**src/rtl/intr_ctrl_pkg.sv**
```systemverilog
// Shared definitions for the interrupt controller: line count, vector defaults
// and the FSM state encoding.
// Latency: n/a (definitions only). Backpressure: n/a.
package intr_ctrl_pkg;

  localparam int NUM_LINES = 8;
  localparam int IDX_W     = 3;
  localparam int VEC_W     = 10;

  localparam logic [VEC_W-1:0] VEC_BASE_DEF   = 10'd860;
  localparam logic [VEC_W-1:0] VEC_STRIDE_DEF = 10'd20;

  typedef logic [1:0] state_t;
  localparam state_t ST_IDLE    = 2'd0;
  localparam state_t ST_REQ     = 2'd1;
  localparam state_t ST_SERVICE = 2'd2;

endpackage

```
**src/rtl/intr_prio_vec.sv**
```systemverilog
// Lowest-index priority select over the eligible lines, plus that line's vector.
// Latency: combinational. Backpressure: none.
// Ports: eligible (in) -> valid (any set), index (lowest set bit), vector (base + stride*index).
module intr_prio_vec
  import intr_ctrl_pkg::*;
#(
  parameter logic [VEC_W-1:0] VEC_BASE   = VEC_BASE_DEF,
  parameter logic [VEC_W-1:0] VEC_STRIDE = VEC_STRIDE_DEF
) (
  input  logic [NUM_LINES-1:0] eligible,
  output logic                 valid,
  output logic [IDX_W-1:0]     index,
  output logic [VEC_W-1:0]     vector
);

  // Scan from the top down so the last hit (the lowest index) wins.
  always_comb begin
    valid = 1'b0;
    index = '0;
    for (int i = NUM_LINES - 1; i >= 0; i--) begin
      if (eligible[i]) begin
        valid = 1'b1;
        index = IDX_W'(i);
      end
    end
  end

  // 10-bit wraparound arithmetic is intentional; no overflow detection.
  assign vector = VEC_BASE + VEC_STRIDE * VEC_W'(index);

endmodule

```
**src/rtl/intr_ctrl.sv**
```systemverilog
// Interrupt controller: edge-detected pending lines, mask, fixed priority, REQ/ack/ret handshake.
// Latency: event on an enabled line in IDLE -> intr_req two clocks later.
// Backpressure: the request is held (vector stable) until intr_ack; further events only accumulate.
// Ports: clk/reset (sync, active-low); intr_in raw lines; mask_we/mask_in mask write;
//        intr_ack/intr_ret CPU handshake; intr_req/intr_dir_out/intr_active/pending_out status.
module intr_ctrl
  import intr_ctrl_pkg::*;
#(
  parameter logic [VEC_W-1:0] VEC_BASE   = VEC_BASE_DEF,
  parameter logic [VEC_W-1:0] VEC_STRIDE = VEC_STRIDE_DEF
) (
  input  logic                 clk,
  input  logic                 reset,
  input  logic [NUM_LINES-1:0] intr_in,
  input  logic                 mask_we,
  input  logic [NUM_LINES-1:0] mask_in,
  input  logic                 intr_ack,
  input  logic                 intr_ret,
  output logic                 intr_req,
  output logic [VEC_W-1:0]     intr_dir_out,
  output logic                 intr_active,
  output logic [NUM_LINES-1:0] pending_out
);

  logic [NUM_LINES-1:0] intr_q;
  logic [NUM_LINES-1:0] pending;
  logic [NUM_LINES-1:0] mask;
  logic [NUM_LINES-1:0] events;
  logic [NUM_LINES-1:0] eligible;
  logic [NUM_LINES-1:0] clr;
  state_t               state;
  logic [IDX_W-1:0]     lat_idx;
  logic [VEC_W-1:0]     lat_vec;
  logic                 sel_valid;
  logic [IDX_W-1:0]     sel_idx;
  logic [VEC_W-1:0]     sel_vec;

  // intr_q resets to 0, so lines already high at reset release count as events.
  assign events   = intr_in & ~intr_q;
  assign eligible = pending & mask;

  intr_prio_vec #(
    .VEC_BASE  (VEC_BASE),
    .VEC_STRIDE(VEC_STRIDE)
  ) u_prio (
    .eligible(eligible),
    .valid   (sel_valid),
    .index   (sel_idx),
    .vector  (sel_vec)
  );

  always_comb begin
    clr = '0;
    if (state == ST_REQ && intr_ack) clr[lat_idx] = 1'b1;
  end

  always_ff @(posedge clk) begin
    if (!reset) begin
      intr_q  <= '0;
      pending <= '0;
      mask    <= '0;
      state   <= ST_IDLE;
      lat_idx <= '0;
      lat_vec <= '0;
    end else begin
      intr_q  <= intr_in;
      // Set wins over clear so an event coinciding with its own ack is kept.
      pending <= (pending & ~clr) | events;
      if (mask_we) mask <= mask_in;
      case (state)
        ST_IDLE: begin
          if (sel_valid) begin
            state   <= ST_REQ;
            lat_idx <= sel_idx;
            lat_vec <= sel_vec;
          end
        end
        ST_REQ: begin
          // No preemption: only ack or loss of eligibility leaves REQ.
          if (intr_ack)                 state <= ST_SERVICE;
          else if (!eligible[lat_idx])  state <= ST_IDLE;
        end
        ST_SERVICE: begin
          if (intr_ret) state <= ST_IDLE;
        end
        default: state <= ST_IDLE;
      endcase
    end
  end

  // Gated by reset so the CPU-facing outputs are quiet for the whole reset window.
  assign intr_req     = reset && (state == ST_REQ);
  assign intr_active  = reset && (state == ST_SERVICE);
  assign intr_dir_out = (reset && state == ST_REQ) ? lat_vec : '0;
  assign pending_out  = pending;

endmodule

```
**config.mk**
```make
export PLATFORM = sky130hd
export DESIGN_NAME = intr_ctrl
export DESIGN_NICKNAME = d
export VERILOG_FILES = /design/src/rtl/intr_ctrl_pkg.sv /design/src/rtl/intr_prio_vec.sv /design/src/rtl/intr_ctrl.sv
export SDC_FILE = /design/constraint.sdc
export NUM_CORES = 1
export LEC_CHECK = 0
export CORE_AREA = 5 5 60 62
export DETAILED_ROUTE_END_ITERATION = 16
export DIE_AREA = 0 0 65 67
export DONT_BUFFER_PORTS = 1
export PLACE_DENSITY = 0.89
export SETUP_SLACK_MARGIN = 0.5
export SYNTH_ARGS = -nofsm -noshare
export SYNTH_HDL_FRONTEND = slang
export SYNTH_SLANG_ARGS = --single-unit
```
**constraint.sdc**
```tcl
create_clock -name clk -period 2.35 [get_ports clk]
set_input_delay 0.47 -clock clk [delete_from_list [all_inputs] [get_ports clk]]
set_output_delay 0.47 -clock clk [all_outputs]
set_load 0.01 [all_outputs]
```
==> metrics <==
Slew Viols, Final 0; TritonCTS Sinks 37; FF+latch count, synth 37; root cell of the clock tree clkbuf_4; Synth Area in Adders 3.46%; Logic pwr share 20.3%; cell count after synthesis 198; Max Clk Rate 456 MHz; Unique masters post-synth 46; overall power 1490 uW; crit-path max FO 5; Power Dens Cells 695 nW/um^2; vias in the first global route 1464; Via density 6.39; initial antenna violation count 0; final WL 4670 um; clock share of power 29.6%; CTS Buf Count 5; CTS tree built; gr usage total 20.3%; clk_lat worst skew 0.35 ns; chip width 65 um; nets 236; Avg Inst Size Synth 9.12 sq um; # diodes 0; Fin. Hold Viols 0; DR pass1 iterations 5; RePlAce Congestion 0.867; Required @ worst endpoint 2.59 ns; unrepaired setup endpoints after global routing yes; layout cells sized above 1 28.9%; Placed Area 1870 sq um; Initial Util 60.7%; register cell area after layout 768 sq um; DR DRC count 0; Setup Viol. Count Final 0; Rows 20; Post-synth EDFFs 0; IO Port Bufs 0; Antenna Violating Nets Remaining 0; DIE HEIGHT 67 um; ys async rst share 0%; result of the run completed; startpoint types register; IO Pins 41; H-tree levels 2; Post-Synth XOR/XNOR Area 0.485%; worst min path class input pin to register; fin crit period 2.19 ns; VDD IR max 0.502 mV; compound-gate portion of the synthesized area 19.5%; Post-Synth Simple-Gate Area 25.3%; WL/cell 19.1 um; Max Root-Sink Buffers 2; first-pass GRT wire length 6840 um; sequential element share of the synthesized area 41.0%; Net Switching 423 uW; share of the synthesized area in the top cell type 41.0%; Synth area leaders dfxtp_1 41%, mux2i_1 6.1%, nor2b_1 4.5%; post-route cell area 2150 sq um; internal power 1070 uW; largest net degree at the start of global routing 52; Post-Syn Area 1810 sq um; Switching Fraction 28.3%; Ys Warns 0; HPWL after DPL 2930 um; post-synthesis mux area share 6.09%; Clk pin slew, worst setup/hold paths 0.12 ns; Yosys top cell by area dfxtp_1; area delta synth->final 18.8%; die area 4360 sq um; Period Utilization, post-route 93.3%; Leak 0.000872 uW; drt first-iter violations 110; Data arrival, critical path 2.43 ns; total grt overflow 0; fin cells 244; power share of the sequential group 50.1%; fill count 207; skew final 0.0118 ns; placed cells 223; area of the multi-input gates 1120 sq um; Most used DFF post-synth dfxtp_1; Worst Setup End Kind register; vias 1559; main combinational cell family by area after synthesis simple AND/OR/NAND/NOR gates; Core ar. 2980 sq um; Max-Cap Viols 0; crit path kind register to register; Total Neg Setup Slack 0 ns
-- critical path, cell delays in order (launching register included) --
cell and delay, ns:
dfxtp_4 0.39, a22o_4 0.26, nor3b_2 0.19, nor2b_4 0.22
ha_4 0.16, ha_4 0.14, ha_4 0.20, buf_4 0.14
xor2_2 0.14, mux2i_1 0.18, nor2b_1 0.06
-- cell usage in the layout, fill, tap and decap left out, types with 2 or more instances in the layout --
master    instances
ha_4              3
and2_1            9
o21a_1            2
ha_1              2
clkbuf_4          5
dfxtp_4           4
nand2_1          15
mux2i_1          11
conb_1            2
nor2_1            5
o211a_1           2
nor2b_1          11
a21oi_1           6
nand2b_1         11
a21boi_0          9
nor2b_4           2
dfxtp_2          10
o21ai_0          10
and3_1            7
o31ai_1           3
buf_4            15
a32oi_1           2
nand4b_1          3
dfxtp_1          23
nand3_1           4
-- final cells by class --
type                       count  share of cell area (%)
multi-input combinational    147                    52.1
clock buffer                   6                    1.92
timing repair buffer          17                    6.00
tap                           33                    1.92
inverter                       2                   0.466
sequential                    37                    35.8
clock inverter                 2                    1.81
-- power groups by stage --
stage          logic (uW)  registers [uW]  clock network (uW)
6_report              303             747                 442
5_1_grt               327             756                 476
4_1_cts               241             739                 445
3_5_place_dp          218             751                   0
3_3_place_gp          206             747                   0
2_1_floorplan         199             732                   0
-- synthesized netlist by cell type, types with 6 or more instances --
cell type and instances:
a21boi_0 9, a21oi_1 6, and2_1 9, and3_1 8, clkbuf_1 9, dfxtp_1 37, mux2i_1 11, nand2_1 16
nand2b_1 12, nor2b_1 13, o21ai_0 10
-- kinds of logic after synthesis --
kind of cell               after synthesis
buffers and inverters                   15
adders and majority gates                5
other                                    1
and+or+nand+nor                         79
DFF                                     37
muxes                                   11
xor gates and xnor gates                 1
AOI/OAI and AO/OA                       49
-- repair_timing --
| action | in CTS | in global routing |
|---|---|---|
| pin swaps | 5 | 3 |
| cloned | 0 | 2 |
| hold buffers | 0 | 0 |
| setup endpoints to repair | 14 | 15 |
| resized for setup | 12 | 22 |
| buffers inserted | 5 | 6 |
-- flip-flops by register name, summed over array words and instances (netlist names) --
name	cells
lat_vec	8
state	2
intr_q	8
mask	8
lat_idx	3
pending_out	8
-- layer usage --
layer,global-route usage [%],share of wire (%),vias to the layer above
met1,23.6,42,746
li1,-,-,715
met3,7.42,8.3,22
met4,6.07,2.8,0
met5,0,0,-
met2,34.6,47,76
-- through the flow --
stage	worst slack, ns	hold WS (ns)	utilization (%)
global placement	0.261	0.462	62.6
detailed placement	0.114	0.476	62.6
global route	0.0658	0.225	72.1
floorplan	0.338	0.446	-
finish	0.157	0.238	72.1
CTS	0.241	0.236	67.7
-- path summary, 6_finish.rpt --
check | endpoint | startpoint | slack, ns | cells past startpoint
worst min register to register | pending_out[6] | intr_q[6] | 0.49 | 2
worst min-delay path | intr_q[1] | intr_in[1] | 0.24 | 1
worst max-delay path | lat_vec[6] | pending_out[1] | 0.16 | 10
worst max register to register | lat_vec[6] | pending_out[1] | 0.16 | 10
No activity file was read; power rests on OpenSTA's default activity.
